`config.mk`:
```
export PLATFORM = sky130hd
export DESIGN_NAME = multiplier_accumulator_flat
export DESIGN_NICKNAME = d
export VERILOG_FILES = /design/src/rtl/multiplier_accumulator_if.sv /design/src/rtl/multiplier_accumulator.sv /design/src/flat_wrapper.sv
export SDC_FILE = /design/constraint.sdc
export NUM_CORES = 2
export LEC_CHECK = 0
export ABC_CLOCK_PERIOD_IN_PS = 9300
export BUFFER_PORTS_ARGS = -buffer_cell sky130_fd_sc_hd__buf_2
export CORE_MARGIN = 3
export CORE_UTILIZATION = 45
export DETAILED_ROUTE_END_ITERATION = 8
export HOLD_SLACK_MARGIN = 0.1
export PLACE_DENSITY = 0.7
export SYNTH_ARGS = -nofsm -noshare
export SYNTH_HDL_FRONTEND = slang
export SYNTH_SLANG_ARGS = --single-unit
```
`constraint.sdc`:
```
create_clock -name clock -period 9.3 [get_ports clock]
set_input_delay 0.465 -clock clock [delete_from_list [all_inputs] [get_ports clock]]
set_output_delay 0.465 -clock clock [all_outputs]
set_load 0.005 [all_outputs]
```
`src/rtl/multiplier_accumulator_if.sv`:
```
// Slot-level bus between the multiplier pipeline and the per-thread accumulator:
// config writes and product in, registered running sum and flags out.
interface multiplier_accumulator_if #(
  parameter int WORD_WIDTH         = 36,
  parameter int GUARD_BITS         = 4,
  parameter int CONFIG_ADDR_WIDTH  = 10,
  parameter int THREAD_COUNT_WIDTH = 3
);
  logic [CONFIG_ADDR_WIDTH-1:0]  config_addr;
  logic [2:0]                    config_data;
  logic                          config_enable;
  logic [WORD_WIDTH-1:0]         R_low;
  logic [WORD_WIDTH-1:0]         R_high;
  logic                          R_valid;
  logic [WORD_WIDTH-1:0]         acc_low;
  logic [WORD_WIDTH-1:0]         acc_high;
  logic [GUARD_BITS-1:0]         acc_guard;
  logic                          acc_overflow;
  logic [THREAD_COUNT_WIDTH-1:0] thread;

  modport master (
    output config_addr, config_data, config_enable, R_low, R_high, R_valid,
    input  acc_low, acc_high, acc_guard, acc_overflow, thread
  );

  modport slave (
    input  config_addr, config_data, config_enable, R_low, R_high, R_valid,
    output acc_low, acc_high, acc_guard, acc_overflow, thread
  );
endinterface

```
`src/rtl/multiplier_accumulator.sv`:
```
// Round-robin per-thread accumulator: adds each slot's 2W-bit product into that
// thread's private AW-bit sum (signed/unsigned, wrap/saturate) with a sticky overflow.
module multiplier_accumulator #(
  parameter int WORD_WIDTH         = 36,
  parameter int GUARD_BITS         = 4,
  parameter int CONFIG_ADDR        = 0,
  parameter int CONFIG_ADDR_WIDTH  = 10,
  parameter int THREAD_COUNT       = 8,
  parameter int THREAD_COUNT_WIDTH = 3
) (
  input  logic                      clock,
  input  logic                      reset_n,
  multiplier_accumulator_if.slave   bus
);
  localparam int PW = 2 * WORD_WIDTH;
  localparam int AW = PW + GUARD_BITS;

  localparam logic [CONFIG_ADDR_WIDTH-1:0]  CTRL_ADDR  = CONFIG_ADDR_WIDTH'(CONFIG_ADDR);
  localparam logic [CONFIG_ADDR_WIDTH-1:0]  CLEAR_ADDR = CONFIG_ADDR_WIDTH'(CONFIG_ADDR + 1);
  localparam logic [THREAD_COUNT_WIDTH-1:0] LAST_THREAD = THREAD_COUNT_WIDTH'(THREAD_COUNT - 1);

  localparam logic [AW-1:0] ALL_ONES   = {AW{1'b1}};
  localparam logic [AW-1:0] SIGNED_MAX = {1'b0, {(AW-1){1'b1}}};
  localparam logic [AW-1:0] SIGNED_MIN = {1'b1, {(AW-1){1'b0}}};

  // Field order mirrors config_data: bit0 enable, bit1 signed, bit2 saturate.
  typedef struct packed {
    logic saturate;
    logic is_signed;
    logic enable;
  } ctrl_t;

  logic [THREAD_COUNT_WIDTH-1:0] thread_reg;
  logic [THREAD_COUNT_WIDTH-1:0] thread_next;
  logic [AW-1:0]                 acc_reg [THREAD_COUNT];
  logic                          ovf_reg [THREAD_COUNT];
  ctrl_t                         ctrl_reg [THREAD_COUNT];
  logic [AW-1:0]                 acc_out_reg;
  logic                          ovf_out_reg;

  ctrl_t         cur_ctrl;
  logic          ctrl_write;
  logic          clear_write;
  logic          accepted;
  logic [PW-1:0] product;
  logic [AW-1:0] ext_product;
  logic [AW-1:0] base;
  logic [AW:0]   sum_wide;
  logic          unsigned_ovf;
  logic          signed_ovf;
  logic          overflow;
  logic [AW-1:0] acc_next;
  logic          ovf_next;

  always_comb begin
    thread_next = (thread_reg == LAST_THREAD) ? '0 : thread_reg + 1'b1;
  end

  always_comb begin
    cur_ctrl     = ctrl_reg[thread_reg];
    ctrl_write   = bus.config_enable && (bus.config_addr == CTRL_ADDR);
    clear_write  = bus.config_enable && (bus.config_addr == CLEAR_ADDR);
    accepted     = bus.R_valid && cur_ctrl.enable;
    product      = {bus.R_high, bus.R_low};
    ext_product  = cur_ctrl.is_signed ? {{GUARD_BITS{product[PW-1]}}, product}
                                      : {{GUARD_BITS{1'b0}}, product};
    // A clear in the same slot makes the product land on a zero accumulator.
    base         = clear_write ? '0 : acc_reg[thread_reg];
    sum_wide     = {1'b0, base} + {1'b0, ext_product};
    unsigned_ovf = sum_wide[AW];
    signed_ovf   = (base[AW-1] == ext_product[AW-1]) && (sum_wide[AW-1] != base[AW-1]);
    overflow     = cur_ctrl.is_signed ? signed_ovf : unsigned_ovf;

    acc_next = base;
    ovf_next = clear_write ? 1'b0 : ovf_reg[thread_reg];
    if (accepted) begin
      ovf_next = ovf_next | overflow;
      if (overflow && cur_ctrl.saturate) begin
        if (cur_ctrl.is_signed) begin
          acc_next = base[AW-1] ? SIGNED_MIN : SIGNED_MAX;
        end else begin
          acc_next = ALL_ONES;
        end
      end else begin
        acc_next = sum_wide[AW-1:0];
      end
    end
  end

  always_ff @(posedge clock or negedge reset_n) begin
    if (!reset_n) begin
      for (int i = 0; i < THREAD_COUNT; i++) begin
        acc_reg[i]  <= '0;
        ovf_reg[i]  <= 1'b0;
        ctrl_reg[i] <= '0;
      end
    end else begin
      acc_reg[thread_reg] <= acc_next;
      ovf_reg[thread_reg] <= ovf_next;
      if (ctrl_write) begin
        ctrl_reg[thread_reg] <= ctrl_t'(bus.config_data);
      end
    end
  end

  // thread_next never equals thread_reg, so the stored entry is already final
  // and no bypass of this slot's update is needed.
  always_ff @(posedge clock or negedge reset_n) begin
    if (!reset_n) begin
      thread_reg  <= '0;
      acc_out_reg <= '0;
      ovf_out_reg <= 1'b0;
    end else begin
      thread_reg  <= thread_next;
      acc_out_reg <= acc_reg[thread_next];
      ovf_out_reg <= ovf_reg[thread_next];
    end
  end

  assign bus.acc_low      = acc_out_reg[WORD_WIDTH-1:0];
  assign bus.acc_high     = acc_out_reg[PW-1:WORD_WIDTH];
  assign bus.acc_guard    = acc_out_reg[AW-1:PW];
  assign bus.acc_overflow = ovf_out_reg;
  assign bus.thread       = thread_reg;
endmodule

```
`src/flat_wrapper.sv`:
```
// flat-port wrapper written by rule: the top's interface ports become plain ports
module multiplier_accumulator_flat 
#(
  parameter int WORD_WIDTH         = 36,
  parameter int GUARD_BITS         = 4,
  parameter int CONFIG_ADDR        = 0,
  parameter int CONFIG_ADDR_WIDTH  = 10,
  parameter int THREAD_COUNT       = 8,
  parameter int THREAD_COUNT_WIDTH = 3
)
  (clock, reset_n, bus_config_addr, bus_config_data, bus_config_enable, bus_R_low, bus_R_high, bus_R_valid, bus_acc_low, bus_acc_high, bus_acc_guard, bus_acc_overflow, bus_thread);
  multiplier_accumulator_if #(.WORD_WIDTH(WORD_WIDTH), .GUARD_BITS(GUARD_BITS), .CONFIG_ADDR_WIDTH(CONFIG_ADDR_WIDTH), .THREAD_COUNT_WIDTH(THREAD_COUNT_WIDTH)) bus_i ();
  input  logic clock;
  input  logic reset_n;
  input wire logic [$bits(bus_i.config_addr)-1:0] bus_config_addr;
  input wire logic [$bits(bus_i.config_data)-1:0] bus_config_data;
  input wire logic [$bits(bus_i.config_enable)-1:0] bus_config_enable;
  input wire logic [$bits(bus_i.R_low)-1:0] bus_R_low;
  input wire logic [$bits(bus_i.R_high)-1:0] bus_R_high;
  input wire logic [$bits(bus_i.R_valid)-1:0] bus_R_valid;
  output wire logic [$bits(bus_i.acc_low)-1:0] bus_acc_low;
  output wire logic [$bits(bus_i.acc_high)-1:0] bus_acc_high;
  output wire logic [$bits(bus_i.acc_guard)-1:0] bus_acc_guard;
  output wire logic [$bits(bus_i.acc_overflow)-1:0] bus_acc_overflow;
  output wire logic [$bits(bus_i.thread)-1:0] bus_thread;
  assign bus_i.config_addr = bus_config_addr;
  assign bus_i.config_data = bus_config_data;
  assign bus_i.config_enable = bus_config_enable;
  assign bus_i.R_low = bus_R_low;
  assign bus_i.R_high = bus_R_high;
  assign bus_i.R_valid = bus_R_valid;
  assign bus_acc_low = bus_i.acc_low;
  assign bus_acc_high = bus_i.acc_high;
  assign bus_acc_guard = bus_i.acc_guard;
  assign bus_acc_overflow = bus_i.acc_overflow;
  assign bus_thread = bus_i.thread;
  multiplier_accumulator #(.WORD_WIDTH(WORD_WIDTH), .GUARD_BITS(GUARD_BITS), .CONFIG_ADDR(CONFIG_ADDR), .CONFIG_ADDR_WIDTH(CONFIG_ADDR_WIDTH), .THREAD_COUNT(THREAD_COUNT), .THREAD_COUNT_WIDTH(THREAD_COUNT_WIDTH)) u_core (.clock(clock), .reset_n(reset_n), .bus(bus_i));
endmodule
```
# --- Yosys cells after proc, flatten, opt, wreduce, memory -nomap -nowiden ---
# Cells that the tools add are included.
op_classes:
  n_bitwise: 3
  add_sub_neg: 2
  n_eq_ne: 4
  reduce_logical: 7
  n_mux: 34
  n_lt_le_gt_ge: 3
op_table:
  columns: ["op", "count"]
  rows:
  - ["$mux W76", 11]
  - ["$bwmux W608", 1]
  - ["$bmux W76 S3", 2]
  - ["$demux W76 S3", 1]
  - ["$add A76 B76 Y77", 1]
  - ["$bwmux W24", 1]
  - ["$mux W3", 4]
  - ["$eq A10 B1 Y1 const B", 1]
  - ["$logic_not A10 Y1", 1]
  - ["$bmux W3 S3", 1]
  - ["$demux W3 S3", 1]
  - ["$bwmux W8", 1]
  - ["$ge A4 B4 Y1 const B", 2]
  - ["$mux W1", 8]
  - ["$not A3 Y4", 2]
  - ["$bmux W1 S3", 2]
  - ["$logic_and A1 B1 Y1", 6]
  - ["$lt A4 B1 Y1 const B", 1]
  - ["$add A3 B1 Y3 const B", 1]
  - ["$demux W1 S3", 1]
  - ["$eq A3 B3 Y1 const B", 1]
  - ["$eq A1 B1 Y1", 1]
  - ["$ne A1 B1 Y1", 1]
  - ["$or A1 B1 Y1", 1]
totals:
  in_bits: 89
  reg_bits: 720
  elab_cells: 96

# --- Longest topological paths before layout ---
depth:
  depth_word: 13
  depth_mapped: 23

# --- Worst setup path after synthesis ---
# No wires, ideal clock.
synth_path:
  path_kind: "reg-to-reg"
  start: "register u_core.thread_reg[0] (netlist: u_core.bus.thread[0])"
  end: "register u_core.acc_reg[129] (netlist bit)"
  path_buffers: 5
  path_slack_ns: 4.072
  setup_time_ns: 0.135
  arrival_ns: 5.093
  path_stages_with_launch: 23
  path_cell_list: "dfrtp_1 or3b_2 clkbuf_1 buf_1 clkbuf_1 o22ai_1 or4_1 nor2_1 ha_1 inv_1 fa_1 nor2b_1 o2111ai_1 a21oi_1 o31ai_1 nand3b_1 nand3_1 a21o_1 a31o_2 buf_6 buf_6 a211oi_4 o31ai_1"
synth_via:
  elab_chain_cells: 13
  word_cells_on_any_way: 26
  classes_between: "1 x add/sub; 2 x order compare; 2 x eq/ne; 16 x mux; 1 x bitwise; 4 x reduce/logical"
synth_rtl:
  columns: ["element", "line", "text"]
  rows:
  - ["from (decl)", "multiplier_accumulator.sv:33", "logic [THREAD_COUNT_WIDTH-1:0] thread_reg;"]
  - ["from (signal assigned)", "multiplier_accumulator.sv:114", "thread_reg <= thread_next;"]
  - ["$not A3 Y4 (implied by the code) *", "multiplier_accumulator.sv:60, multiplier_accumulator.sv:68, multiplier_accumulator.sv:98", null]
  - ["$bmux W76 S3 or $bmux W3 S3 (tied branches)", "multiplier_accumulator.sv:68, multiplier_accumulator.sv:60", null]
  - ["$mux W76 (implied by the code) or $mux W3 (tied branches) (2 in a row)", "multiplier_accumulator.sv:68, multiplier_accumulator.sv:60", null]
  - ["$mux W76, on equally long branches", "multiplier_accumulator.sv:68, multiplier_accumulator.sv:65", null]
  - ["$add A76 B76 Y77", "multiplier_accumulator.sv:69", "sum_wide = {1'b0, base} + {1'b0, ext_product};"]
  - ["$ne A1 B1 Y1", "multiplier_accumulator.sv:71", "signed_ovf = (base[AW-1] == ext_product[AW-1]) && (sum_wide[AW-1] != base[AW-1]);"]
  - ["$logic_and A1 B1 Y1", "multiplier_accumulator.sv:71", null]
  - ["$mux W1", "multiplier_accumulator.sv:72", "overflow = cur_ctrl.is_signed ? signed_ovf : unsigned_ovf;"]
  - ["$logic_and A1 B1 Y1", "multiplier_accumulator.sv:78", "if (overflow && cur_ctrl.saturate) begin"]
  - ["$mux W76", "multiplier_accumulator.sv:78", null]
  - ["$mux W76", "multiplier_accumulator.sv:76", "if (accepted) begin"]
  - ["$bwmux W608 *", "multiplier_accumulator.sv:98", "acc_reg[thread_reg] <= acc_next;"]
  - ["to (signal, indexed assignment)", "multiplier_accumulator.sv:98", null]
  - ["to (decl)", "multiplier_accumulator.sv:35", "logic [AW-1:0] acc_reg [THREAD_COUNT];"]
# Every way passes the cells marked *; elsewhere a longest branch is shown, timed or not. The select of a mux whose other input is x is not followed.
# A chain may end at the register's enable or synchronous reset.

# --- Worst setup path in the final report ---
layout_path:
  start: "register u_core.thread_reg[0] (netlist: u_core.bus.thread[0])"
  end: "register u_core.acc_reg[543] (netlist bit)"
# Same word-level chain as after synthesis.

==> results.toml <==
[outcome]
status = "completed"

[power]
power_frac_seq_pct = 46.7
p_per_area_mw_per_mm2 = 153.8
p_int_w = 0.005139
p_sw_w = 0.001692
p_comb_share_pct = 6.6
clock_power_share_pct = 46.7
swShare_pct = 24.77
ir_worst_vdd_uv = 135.8
p_leak_nw = 16.80

[worst_setup_path]
crit_chain = "nand3b_1 > buf_12 > o22ai_1 > or4_1 > nor2_1 > ha_1 > a21o_1 > a21oi_1 > a21oi_1 > o31ai_1 > nand3b_1 > nand3_1 > a21o_1 > a31o_4 > buf_4 > a211oi_2 > o31ai_1"
arrival_ns = 8.07
path_delay_family = "compound AO/OA/AOI/OAI gates"
max_stage_delay_ns = 1.01
cp-end-kind = "register"
startpoint = "u_core.bus.thread[0]"
reg2regPathDepth = 17
slowest_stage = "dfrtp_1"
ff2ff_setup_slack_ns = 1.77
crit_fanout = 58
critPathBufInv = 2
crit_required_ns = 9.84
critPathKind = "reg2reg"
r2r-end = "u_core.acc_reg[543]"
r2r_start = "u_core.bus.thread[0]"
start_kind = "register"

[grt]
antenna_found_initial = 2
grt.total_usage_pct = 26.02
grt-ovfl-total = 0
grt_pass1_wl_mm = 192.2
grt_max_degree = 171
grt_pass1_vias = 32560

[layout]
syn_to_final_growth_pct = 10.97
drive_gt1_share_pct = 17.92
utilization_pct = 50.79
final_common_cell = "dfrtp_1"
stdcell_area_mm2 = 0.04440
regArea_mm2 = 0.01802
multi_input_area_mm2 = 0.02064
final_nets = 4126
nFillCells = 7833
largest_reg_flops = 608
final_cell_mix = "720 x dfrtp_1, 583 x nand2_1, 311 x nor2_1"
fin_cells = 5175

[placement]
dp_hpwl_mm = 79.63
port-buffer-count = 168
dp_cells = 5031
pre_cts_slack_ns = 1.930
globalplace.congestion = 0.9955
place_area_mm2 = 0.04176

[run]
drv_cap = 0

[synth]
synth_area_mm2 = 0.04001
synth_edf_count = 0
avgSynthCellArea_um2 = 10.11
synth_nets = 4126
synth-seq-area-share_pct = 45.03
yosysWarnings = 0
syn_inst = 3958
ys.flop_type = "dfrtp_1"
synth_async_sr_flop_share_pct = 100.0
synth_seq_cells = 720
ys_types = 88

[worst_hold_path]
hp-start = "bus_config_data[1]"
holdPathEnd = "u_core.ctrl_reg[19]"
hold_path_class = "in2reg"
holdPathStages = 2

[sta]
skew_ns = 0.02532
rsz0062_at_grt = "no"
worst-slew-pin-transition_ns = 1.213
max_freq_mhz = 132.8
slew_violations = 0
setup_violations = 0
slew_headroom_pct = 18.90
hold_violations = 0
timing.final.crit_share_pct = 80.97
finalCriticalPeriod_ns = 7.530
fin_setup_tns_ns = 0
fin_ws_ns = 1.770

[clock_network]
cts_root_buf = "clkbuf_16"
h-tree-depth = 3
cts_tree = "yes"
cts_buffers = 79
clockBufferDepth = 3
cts.clk_slew.worst_paths_ns = 0.06
clk_latency_ns = 0.66
clock-sinks = 720

[detailed_routing]
antenna_violating_nets_post_route = 0
via_count = 33400
first_pass_iters = 6
vias_per_cell = 6.454
drc = 0
wl_per_cell_um = 23.80
drt-initial-drc-count = 3819
routed_wl_mm = 123.1

[floorplanning]
dieArea_mm2 = 0.09253
die_h_um = 304.2
die_w_um = 304.2
core_mm2 = 0.08743
start_util_pct = 45.77
std_cell_rows = 108
ioPinCount = 169
timing repair:
| action | CTS | global route |
|---|---|---|
| endpoints found under the setup margin | 0 | 0 |
| gates resized for setup | 0 | 0 |
| setup buffers | 0 | 0 |
| hold endpoints to repair | 86 | 0 |
| hold buffers | 1 | 0 |
metal layers:
metal / wire (um) / part of all wire [%] / global-route usage, %
met5: 0 / 0 / 0
met4: 4868 / 4.0 / 10.42
met3: 11280 / 9.2 / 5.011
met2: 57590 / 47 / 41.81
met1: 49410 / 40 / 34.85
worst reg2reg max path, cell delays in order, from the launching register on:
cell	delay, ns
dfrtp_1	1.01
nand3b_1	0.77
buf_12	0.35
o22ai_1	0.15
or4_1	0.55
nor2_1	0.23
ha_1	0.34
a21o_1	0.19
a21oi_1	0.33
a21oi_1	0.18
o31ai_1	0.57
nand3b_1	0.39
nand3_1	0.34
a21o_1	0.32
a31o_4	0.72
buf_4	0.41
a211oi_2	0.22
o31ai_1	0.36
Yosys cell counts (all sizes together) (13+ instances only):
| cell | number | area share [%] |
|---|---|---|
| dfrtp | 720 | 45 |
| xor2 | 26 | 0.57 |
| a221oi | 34 | 1.9 |
| mux2 | 101 | 2.8 |
| nor2 | 315 | 3.0 |
| a31oi | 87 | 1.4 |
| o21bai | 13 | 0.24 |
| inv | 25 | 0.23 |
| o31ai | 272 | 5.1 |
| a21o | 20 | 0.38 |
| ha | 78 | 2.4 |
| a21oi | 206 | 2.6 |
| o22ai | 306 | 4.8 |
| nand4 | 26 | 0.42 |
| nor3 | 37 | 0.52 |
| or4 | 77 | 1.4 |
| xnor2 | 33 | 0.72 |
| nand2 | 583 | 5.5 |
| clkbuf | 225 | 2.1 |
| a211oi | 46 | 1.5 |
| o21ai | 295 | 3.7 |
| buf | 95 | 1.3 |
| mux4 | 154 | 8.7 |
| nand3 | 25 | 0.33 |
| o21a | 13 | 0.24 |
kinds of logic (layout without fill, tap and decap cells):
group | after synthesis | count (layout) | synth area share, %
compound gates | 1350 | 1350 | 23.25
xor+xnor | 59 | 59 | 1.291
fa+ha+maj | 79 | 79 | 2.489
buf+inv | 345 | 405 | 3.684
flops | 720 | 720 | 45.03
mux | 261 | 261 | 11.66
other cells | 0 | 2 | 0
simple gates | 1144 | 1144 | 12.60
per-stage QoR:
step                hold WS [ns]  total power (W)
CTS                       0.1548         0.006888
global route              0.1785         0.007058
floorplan                 0.1694         0.003498
detailed placement        0.4860         0.003690
finish                    0.1787         0.006830
global placement          0.4820         0.003686
layout make-up:
cell class,count,share of cell area [%]
sequential,720,40.58
clock inverter,27,0.7806
clock buffer,114,5.131
tap,1155,3.255
antenna,2,0.01127
inverter,25,0.2113
timing repair buffer,239,3.545
multi-input combinational,2893,46.49
power by group through the flow:
stage	registers (W)	logic, W	clock network [W]
global placement	0.00324	0.000444	0
detailed placement	0.00324	0.000447	0
global route	0.00319	0.000497	0.00337
floorplan	0.00324	0.000261	0
CTS	0.00319	0.000449	0.00325
finish	0.00319	0.000450	0.00319
how the worst max path moves through the flow:
| stage | cells past startpoint | endpoint | slack (ns) |
|---|---|---|---|
| 3_3_place_gp | 17 | u_core.acc_reg[9] | 2.07 |
| 5_1_grt | 18 | u_core.acc_reg[315] | 1.43 |
| 3_5_place_dp | 17 | u_core.acc_reg[543] | 1.93 |
| 6_report | 17 | u_core.acc_reg[543] | 1.77 |
| 2_1_floorplan | 22 | u_core.acc_reg[129] | 4.07 |
| 4_1_cts | 17 | u_core.acc_reg[543] | 1.92 |
Power figures use the tool's default switching activity.
